File: src/rtl/period_packetizer_if.sv
// Byte-wide valid/ready stream carrying period_packetizer frames.
// Latency: none, wires only.
// Backpressure: the slave holds byte_rdy low to stall; the master keeps byte_dat stable meanwhile.
// Signals: byte_dat - packet byte, byte_vld - byte_dat is valid, byte_rdy - slave accepts this cycle.
interface period_packetizer_if;
  logic [7:0] byte_dat;
  logic       byte_vld;
  logic       byte_rdy;

  modport master (output byte_dat, output byte_vld, input byte_rdy);
  modport slave  (input byte_dat, input byte_vld, output byte_rdy);
endinterface

File: src/rtl/period_packetizer.sv
// Snapshots per-pixel PERIOD words and emits a header/mask/data[/checksum] byte frame.
// Latency: header valid one cycle after START is accepted; one byte per cycle with ready held high.
// Backpressure: byte_rdy low freezes the current byte and valid; no combinational rdy->dat/vld path.
//
// Ports:
//   i_clk, i_rst     - rising-edge clock, synchronous active-high reset
//   i_period         - packed period words, pixel i at [i*COUNTER_BITS +: COUNTER_BITS]
//   i_pulse          - per-pixel strobe: word i is new this cycle
//   i_start          - frame request, only honoured in IDLE
//   o_byte           - output byte stream (master side of period_packetizer_if)
//   o_busy           - high from START acceptance until the last byte is transferred
//   o_frame_done     - one-cycle pulse the cycle after the final transfer
// Build option: define PACKET_CHECKSUM_EN to append an XOR checksum byte to each frame.
module period_packetizer #(
  parameter int         PIXELS       = 8,
  parameter int         COUNTER_BITS = 12,
  parameter logic [7:0] HEADER_BYTE  = 8'hA5
) (
  input  logic                           i_clk,
  input  logic                           i_rst,
  input  logic [PIXELS*COUNTER_BITS-1:0] i_period,
  input  logic [PIXELS-1:0]              i_pulse,
  input  logic                           i_start,
  period_packetizer_if.master            o_byte,
  output logic                           o_busy,
  output logic                           o_frame_done
);

  localparam int BPW  = (COUNTER_BITS + 7) / 8;
  localparam int PIXW = (PIXELS > 1) ? $clog2(PIXELS) : 1;
  localparam int BSW  = (BPW > 1) ? $clog2(BPW) : 1;

`ifdef PACKET_CHECKSUM_EN
  typedef enum logic [2:0] {S_IDLE, S_HEADER, S_MASK, S_DATA, S_CSUM} state_t;
`else
  typedef enum logic [2:0] {S_IDLE, S_HEADER, S_MASK, S_DATA} state_t;
`endif

  state_t                  r_state;
  logic [COUNTER_BITS-1:0] r_shadow [PIXELS];
  logic [COUNTER_BITS-1:0] r_fbuf   [PIXELS];
  logic [PIXELS-1:0]       r_upd;
  logic [PIXELS-1:0]       r_mask;
  logic [PIXW-1:0]         r_pix;
  logic [BSW-1:0]          r_bsel;
  logic [7:0]              r_dat;
  logic                    r_vld;
  logic                    r_busy;
  logic                    r_done;
`ifdef PACKET_CHECKSUM_EN
  logic [7:0]              r_csum;
`endif

  logic                    w_xfer;
  logic                    w_last;
  logic [PIXW-1:0]         w_nxt_pix;
  logic [BSW-1:0]          w_nxt_bsel;
  logic [COUNTER_BITS-1:0] w_word;
  logic [BPW*8-1:0]        w_word_pad;
  logic [7:0]              w_nxt_byte;
  logic [7:0]              w_mask_byte;

  assign w_xfer = r_vld && o_byte.byte_rdy;
  assign w_last = (int'(r_pix) == PIXELS - 1) && (int'(r_bsel) == BPW - 1);

  // Byte that follows the one currently presented: from MASK this is the
  // first data byte, from DATA it is the next byte of the walk.
  always_comb begin
    w_nxt_pix  = '0;
    w_nxt_bsel = '0;
    if (r_state == S_DATA) begin
      if (int'(r_bsel) == BPW - 1) begin
        w_nxt_pix  = r_pix + 1'b1;
        w_nxt_bsel = '0;
      end else begin
        w_nxt_pix  = r_pix;
        w_nxt_bsel = r_bsel + 1'b1;
      end
    end
    // Past the last pixel the value is never used; keep the index in range.
    w_word = (int'(w_nxt_pix) < PIXELS) ? r_fbuf[w_nxt_pix] : '0;
    w_word_pad = (BPW*8)'(w_word);
    // Most-significant byte first within each word.
    w_nxt_byte = '0;
    for (int b = 0; b < BPW; b++) begin
      if (int'(w_nxt_bsel) == b) w_nxt_byte = w_word_pad[(BPW-1-b)*8 +: 8];
    end
    w_mask_byte = '0;
    w_mask_byte[PIXELS-1:0] = r_mask;
  end

  always_ff @(posedge i_clk) begin
    if (i_rst) begin
      r_state <= S_IDLE;
      for (int i = 0; i < PIXELS; i++) begin
        r_shadow[i] <= '0;
        r_fbuf[i]   <= '0;
      end
      r_upd  <= '0;
      r_mask <= '0;
      r_pix  <= '0;
      r_bsel <= '0;
      r_dat  <= '0;
      r_vld  <= 1'b0;
      r_busy <= 1'b0;
      r_done <= 1'b0;
`ifdef PACKET_CHECKSUM_EN
      r_csum <= '0;
`endif
    end else begin
      r_done <= 1'b0;
      // Shadow capture runs in every state; the frame buffer stays frozen.
      for (int i = 0; i < PIXELS; i++) begin
        if (i_pulse[i]) r_shadow[i] <= i_period[i*COUNTER_BITS +: COUNTER_BITS];
      end
      r_upd <= r_upd | i_pulse;
`ifdef PACKET_CHECKSUM_EN
      if (w_xfer) r_csum <= r_csum ^ r_dat;
`endif

      case (r_state)
        S_IDLE: begin
          if (i_start) begin
            // Snapshot takes the pre-edge shadow/upd; a pulse in this same
            // cycle lands in shadow and re-arms upd for the next frame.
            for (int i = 0; i < PIXELS; i++) r_fbuf[i] <= r_shadow[i];
            r_mask  <= r_upd;
            r_upd   <= i_pulse;
            r_dat   <= HEADER_BYTE;
            r_vld   <= 1'b1;
            r_busy  <= 1'b1;
            r_state <= S_HEADER;
`ifdef PACKET_CHECKSUM_EN
            r_csum  <= '0;
`endif
          end
        end

        S_HEADER: begin
          if (w_xfer) begin
            r_dat   <= w_mask_byte;
            r_state <= S_MASK;
          end
        end

        S_MASK: begin
          if (w_xfer) begin
            r_dat   <= w_nxt_byte;
            r_pix   <= '0;
            r_bsel  <= '0;
            r_state <= S_DATA;
          end
        end

        S_DATA: begin
          if (w_xfer) begin
            if (w_last) begin
`ifdef PACKET_CHECKSUM_EN
              // r_csum has not yet absorbed the byte leaving now.
              r_dat   <= r_csum ^ r_dat;
              r_state <= S_CSUM;
`else
              r_dat   <= '0;
              r_vld   <= 1'b0;
              r_busy  <= 1'b0;
              r_done  <= 1'b1;
              r_state <= S_IDLE;
`endif
            end else begin
              r_dat  <= w_nxt_byte;
              r_pix  <= w_nxt_pix;
              r_bsel <= w_nxt_bsel;
            end
          end
        end

`ifdef PACKET_CHECKSUM_EN
        S_CSUM: begin
          if (w_xfer) begin
            r_dat   <= '0;
            r_vld   <= 1'b0;
            r_busy  <= 1'b0;
            r_done  <= 1'b1;
            r_state <= S_IDLE;
          end
        end
`endif

        default: r_state <= S_IDLE;
      endcase
    end
  end

  assign o_byte.byte_dat = r_dat;
  assign o_byte.byte_vld = r_vld;
  assign o_busy          = r_busy;
  assign o_frame_done    = r_done;

endmodule

File: src/flat_wrapper.sv
// flat-port wrapper written by rule: the top's interface ports become plain ports
module period_packetizer_flat 
#(
  parameter int         PIXELS       = 8,
  parameter int         COUNTER_BITS = 12,
  parameter logic [7:0] HEADER_BYTE  = 8'hA5
)
  (i_clk, i_rst, i_period, i_pulse, i_start, o_busy, o_frame_done, o_byte_byte_dat, o_byte_byte_vld, o_byte_byte_rdy);
  period_packetizer_if o_byte_i ();
  input  logic i_clk;
  input  logic i_rst;
  input  logic [PIXELS*COUNTER_BITS-1:0] i_period;
  input  logic [PIXELS-1:0] i_pulse;
  input  logic i_start;
  output logic o_busy;
  output logic o_frame_done;
  output wire logic [$bits(o_byte_i.byte_dat)-1:0] o_byte_byte_dat;
  output wire logic [$bits(o_byte_i.byte_vld)-1:0] o_byte_byte_vld;
  input wire logic [$bits(o_byte_i.byte_rdy)-1:0] o_byte_byte_rdy;
  assign o_byte_byte_dat = o_byte_i.byte_dat;
  assign o_byte_byte_vld = o_byte_i.byte_vld;
  assign o_byte_i.byte_rdy = o_byte_byte_rdy;
  period_packetizer #(.PIXELS(PIXELS), .COUNTER_BITS(COUNTER_BITS), .HEADER_BYTE(HEADER_BYTE)) u_core (.i_clk(i_clk), .i_rst(i_rst), .i_period(i_period), .i_pulse(i_pulse), .i_start(i_start), .o_byte(o_byte_i), .o_busy(o_busy), .o_frame_done(o_frame_done));
endmodule
File: config.mk
export PLATFORM = sky130hd
export DESIGN_NAME = period_packetizer_flat
export DESIGN_NICKNAME = d
export VERILOG_FILES = /design/src/rtl/period_packetizer_if.sv /design/src/rtl/period_packetizer.sv /design/src/flat_wrapper.sv
export SDC_FILE = /design/constraint.sdc
export NUM_CORES = 1
export LEC_CHECK = 0
export CORE_UTILIZATION = 56
export DETAILED_ROUTE_END_ITERATION = 6
export PLACE_DENSITY = 0.89
export SYNTH_ARGS = -nofsm -noshare
export SYNTH_HDL_FRONTEND = slang
export SYNTH_SLANG_ARGS = --single-unit
export TNS_END_PERCENT = 50
File: constraint.sdc
create_clock -name i_clk -period 4.68 [get_ports i_clk]
set_input_delay 0.702 -clock i_clk [delete_from_list [all_inputs] [get_ports i_clk]]
set_output_delay 0.702 -clock i_clk [all_outputs]
set_load 0.03 [all_outputs]
# After elaboration in Yosys (flattened, before gate mapping)
# Memory sizes are Yosys's and may differ from the RTL's.
# Cells that the tools add are included.
dict set report word_totals {
  regBits 33
  mem_bits_rw 192
  in_bits 108
  elab_cells 131
  memories 2
}
# memory depth word_bits read_ports rd_clocked_by_memory_dff write_ports line
set memory_table {}
lappend memory_table {u_core.r_fbuf 8 12 1 0 8 period_packetizer.sv:41} ;# logic [COUNTER_BITS-1:0] r_fbuf [PIXELS];
lappend memory_table {u_core.r_shadow 8 12 8 0 8 period_packetizer.sv:40} ;# logic [COUNTER_BITS-1:0] r_shadow [PIXELS];
dict set report op_classes {
  add_sub_neg 2
  n_eq_ne 10
  mux 78
  bitwise_logic 19
  n_reduce_logical 12
}
# op n
set ops {}
lappend ops {{2-to-1 mux 12 bit} 16}
lappend ops {{2-to-1 mux 8 bit} 8}
lappend ops {{2-to-1 mux 1 bit} 39}
lappend ops {{case mux 8 bit (4 select lines)} 1}
lappend ops {{2-to-1 mux 3 bit} 10}
lappend ops {{bitwise OR 1 bit} 16}
lappend ops {{case mux 3 bit (4 select lines)} 1}
lappend ops {{AND reduction 5 bit} 2}
lappend ops {{!= test 2 x 1 -> 1 bit, second input constant} 4}
lappend ops {{bitwise OR 8 bit} 1}
lappend ops {{AND reduction 4 bit} 2}
lappend ops {{== test 3 x 1 -> 1 bit, second input constant} 2}
lappend ops {{== test 3 x 2 -> 1 bit, second input constant} 2}
lappend ops {{case mux 3 bit (2 select lines)} 1}
lappend ops {{!= test 2 bit, second input constant} 2}
lappend ops {{case mux 1 bit (2 select lines)} 2}
lappend ops {{nonzero test 2 bit} 2}
lappend ops {{nonzero test 4 bit} 1}
lappend ops {{adder 3 x 1 -> 3 bit, second input constant} 1}
lappend ops {{zero test 3 bit} 1}
lappend ops {{OR reduction 3 bit} 1}
lappend ops {{logical AND 1 bit} 2}
lappend ops {{NOT 1 bit} 2}
lappend ops {{AND reduction 2 bit} 1}
lappend ops {{adder 1 bit, second input constant} 1}

# Logic depth before layout (Yosys ltp)
# An unclocked memory read counts as a cell.
dict set report logic_depth {
  word_depth 8
  mapped_depth 9
  depth_no_buf 8
}

# Worst setup path after synthesis
# No wires, ideal clock.
dict set report synth_timing {
  kind {input port to flip-flop}
  start {input i_rst}
  end {memory u_core.r_fbuf[0][0], enable pin}
  arrival_ps 3096
  t_required_ps 4231
  path_slack_ps 1135
  stages 4
  path_buffers 2
  cell_sequence {buf_2 -> a21oi_1 -> clkbuf_1 -> inv_1}
}
# item line
set synth_rtl {}
lappend synth_rtl {{from (decl)} flat_wrapper.sv:11} ;# input logic i_rst;
lappend synth_rtl {{to (decl)} period_packetizer.sv:41}

# Final worst setup path
dict set report layout_timing {
  start {register u_core.r_pix[0]}
  end {register u_core.r_dat[0], in the netlist u_core.o_byte.byte_dat[0]}
}
dict set report layout_via {
  elab_chain_cells 8
}
# item line
set layout_rtl {}
lappend layout_rtl {{from (decl)} period_packetizer.sv:44} ;# logic [PIXW-1:0] r_pix;
lappend layout_rtl {{from (signal assigned)} period_packetizer.sv:171} ;# r_pix <= w_nxt_pix;
lappend layout_rtl {{adder 3 x 1 -> 3 bit} period_packetizer.sv:73} ;# w_nxt_pix = r_pix + 1'b1;
lappend layout_rtl {{2-to-1 mux 3 bit} period_packetizer.sv:72} ;# if (int'(r_bsel) == BPW - 1) begin
lappend layout_rtl {{2-to-1 mux 3 bit} period_packetizer.sv:71} ;# if (r_state == S_DATA) begin
lappend layout_rtl {{memory (8 x 12 bit)} n/a}
lappend layout_rtl {{2-to-1 mux 8 bit} period_packetizer.sv:86} ;# if (int'(w_nxt_bsel) == b) w_nxt_byte = w_word_pad[(BPW-1-b)*8 +: 8];
lappend layout_rtl {{2-to-1 mux 8 bit} period_packetizer.sv:157} ;# if (w_last) begin
lappend layout_rtl {{2-to-1 mux 8 bit} period_packetizer.sv:156} ;# if (w_xfer) begin
lappend layout_rtl {{case mux 8 bit (4 select lines) *} period_packetizer.sv:121} ;# case (r_state)
lappend layout_rtl {{to (signal assigned)} period_packetizer.sv:141} ;# r_dat <= w_mask_byte;
lappend layout_rtl {{to (signal assigned)} period_packetizer.sv:148} ;# r_dat <= w_nxt_byte;
lappend layout_rtl {{to (signal assigned)} period_packetizer.sv:170} ;# r_dat <= w_nxt_byte;
lappend layout_rtl {{to (decl)} period_packetizer.sv:46} ;# logic [7:0] r_dat;
# Mark *: on every way between the ends. The rest lies on a longest branch, timed or not. The select of a mux whose other input is x is not followed.
# A chain may end at the register's enable or synchronous reset.

==> summary.txt <==
Synthesis
  • Top-count cell post-synth: edfxtp_1
  • Post-synth EDFFs: 192
  • Cells after synthesis: 717
  • Post-Synthesis Mean Instance Area: 13.4 um^2
  • Yosys reg bits: 224
  • Synth top area share: 0.602
  • Top cells by area, synth: edfxtp_1 (60%), and2_1 (9.5%), dfxtp_1 (6.7%)
  • Async S/R FF share, synth: 0
  • Main flop type after synthesis: edfxtp_1
  • Syn_nets: 831
  • Largest area contributor in the netlist: edfxtp_1
  • Post-synthesis sequential area ratio: 0.669
  • Warnings from Yosys: 0
  • Synthesized area: 9580 um^2
  • Most frequent cells after synthesis: edfxtp_1 (192), and2_1 (145), nor2b_1 (57), dfxtp_1 (32)
  • Count of cell types in the netlist: 54

Power
  • Sequential power share: 0.538
  • Clock share of power: 0.316
  • Lkg Pwr: 4.30 nW
  • Final Power: 4.92 mW
  • Combinational power share: 0.146
  • Peak supply drop: 0.000227 V
  • Sw power: 1.23 mW
  • Pint: 3.69 mW
  • P per Cell Area: 429 nW/um^2
  • Switching share of total power: 0.250

Critical path
  • Crit path max fanout: 36
  • Crit path DAT: 3.23 ns
  • CP Class: register to register
  • Critical Path RT: 5.04 ns
  • Slowest CP cell: ha_1
  • Element type at the critical path end: register
  • CP Launch Type: register
  • Critical-path cell list: buf_4 -> ha_1 -> mux2i_1 -> nor2b_1 -> mux4_2 -> o211ai_1 -> a211oi_1
  • CP max stage delay: 0.64 ns

Final layout
  • Final Util: 0.689
  • Share of cells above drive strength 1: 0.0672
  • Area Growth Syn to Fin: 19.8%
  • Cell area after layout: 11500 um^2
  • Final Instance Count excl. Fillers: 1054
  • Total Nets Final: 934

STA
  • Setup-failing EPs final: 0
  • Clk_skew: 0.0160 ns
  • Max frequency: 349 MHz
  • Crit share post-route: 0.613
  • Worst slew margin: 0.172
  • Setup ws final: 1.81 ns
  • RSZ-0062 raised after global routing: no
  • Hold Violations, Final: 0
  • Fin. max-slew vios: 0
  • Tmin final: 2.87 ns
  • Slew @ Worst Pin: 1.24 ns
  • Setup TNS: 0 ns
  • WHS: 0.459 ns

Clock tree
  • TritonCTS Sinks: 224
  • Clock latency on the worst-skew pair: 0.50 ns
  • Clock Pin Slew Worst Setup and Hold Paths: 0.07 ns
  • CTS Buf Count: 21
  • CTS tree: yes
  • Htree depth: 1
  • Post-CTS Setup Bufs: 0
  • Hold Buf Count CTS: 0
  • Root buf cell: clkbuf_16
  • CTS Buffer Depth: 3
  • Post_cts resized: 0

Routing
  • Via count: 5959
  • Routed Wire Length: 19.9 mm
  • Antenna-violating nets left: 0
  • Routed vias/inst: 5.65
  • Detailed router's first-iteration violation count: 574
  • Drc violations: 0
  • DRT Pass-1 Iters: 6
  • WL per Instance: 18.9 um

Place
  • DP Wirelength: 13.7 mm
  • Setup WS pre-CTS: 1.71 ns
  • Placed insts: 1017
  • Area post-placement: 10900 um^2
  • Placer Congestion: 0.940
  • Port bufs: 118

Floorplanning
  • Rows: 47
  • # IOs: 119
  • Starting Density: 0.575
  • Die X: 133 um
  • Core Footprint: 16600 um^2
  • Die Area: 17600 um^2
  • Die height: 133 um

Run status
  • Status: finished, final reports clean

Global route
  • Overflow after GRT: 0
  • First-pass GRT wire length: 30.8 mm
  • Largest net degree at the start of global routing: 79
  • Initial antenna violation count: 2
  • Gr usage total: 0.229
  • Vias in the first global route: 5912

Hold path
  • Worst hold path class: register to register

Flow run
  • Maxcap violations: 0
==> metal layers <==
metal | vias up | global-route usage | share of wire
met2 | 289 | 0.396 | 0.49
met1 | 2846 | 0.291 | 0.39
met3 | 56 | 0.0379 | 0.081
met5 | - | 0 | 0
met4 | 0 | 0.0849 | 0.031
li1 | 2768 | - | -
==> layout by cell type (no fill, tap or decap), types with 6 or more instances in the layout <==
| cell | Yosys | layout |
|---|---|---|
| edfxtp_1 | 192 | 192 |
| and2_1 | 145 | 145 |
| clkdlybuf4s50_1 | 0 | 117 |
| nor2b_1 | 57 | 57 |
| dfxtp_1 | 32 | 32 |
| nand2_1 | 26 | 26 |
| nor2_1 | 26 | 25 |
| clkbuf_16 | 0 | 21 |
| a21oi_1 | 20 | 20 |
| mux2i_1 | 18 | 18 |
| inv_1 | 12 | 11 |
| o21ai_0 | 10 | 10 |
| nand3_1 | 10 | 10 |
| a22o_1 | 9 | 9 |
| a211oi_1 | 9 | 9 |
| or2_2 | 8 | 8 |
| nand2b_1 | 8 | 8 |
| a22oi_1 | 8 | 8 |
| nor3_1 | 8 | 8 |
| clkinv_1 | 0 | 8 |
| a221oi_1 | 6 | 6 |
| a21o_1 | 6 | 6 |
| nand4_1 | 6 | 6 |
| o21ai_1 | 6 | 6 |
| ha_1 | 6 | 6 |
| buf_4 | 5 | 6 |
==> power groups by stage <==
| stage | clock network (mW) | logic (mW) | registers, mW |
|---|---|---|---|
| final | 1.55 | 0.720 | 2.65 |
| after floorplan | 0 | 0.438 | 2.66 |
| after detailed placement | 0 | 0.712 | 2.68 |
| after global placement | 0 | 0.693 | 2.67 |
| after CTS | 1.57 | 0.718 | 2.65 |
| after global routing | 1.64 | 0.778 | 2.67 |
==> state kept, by name (all words and copies together), names as in the netlist <==
signal                  flops
u_core.r_pix                3
u_core.r_state              2
u_core.o_byte.byte_vld      1
u_core.r_bsel               1
u_core.r_shadow            96
u_core.r_upd                8
u_core.o_byte.byte_dat      8
u_core.r_fbuf              96
u_core.r_mask               8
u_core.o_frame_done         1
==> critical path: cells and delay by family, from the launching register on <==
kind / cells / cell delay [ns]
and+or+nand+nor: 1 / 0.39
AOI/OAI and AO/OA: 2 / 0.37
DFF: 1 / 0.30
buffers and inverters: 1 / 0.25
muxes: 2 / 0.77
adders and majority gates: 1 / 0.64
==> kinds of logic after synthesis <==
kind of cell	Yosys count	synth area share
AND/OR/NAND/NOR	308	0.189
flip-flops	224	0.669
AO/OA/AOI/OAI	97	0.0719
buffers and inverters	57	0.0302
multiplexers	24	0.0306
adder cells (fa/ha/maj)	6	0.00784
XOR/XNOR	1	0.00170
==> layout make-up <==
class | count | area, um^2
sequential | 224 | 6410
clock inverter | 10 | 65.1
timing repair buffer | 125 | 1240
inverter | 12 | 46.3
tap | 220 | 275
antenna | 1 | 2.50
multi-input combinational | 436 | 2890
fill | 1084 | 5170
clock buffer | 26 | 544
==> worst paths after layout <==
kind / start / slack, ns / endpoint / cells past startpoint
setup reg to reg: u_core.r_pix[0] / 1.81 / u_core.o_byte.byte_dat[0] / 7
hold reg to reg: u_core.r_upd[2] / 0.46 / u_core.r_upd[2] / 1
setup / recovery: u_core.r_pix[0] / 1.81 / u_core.o_byte.byte_dat[0] / 7
hold / removal: u_core.r_upd[2] / 0.46 / u_core.r_upd[2] / 1
Note: power is estimated with default switching activity, not from simulation.
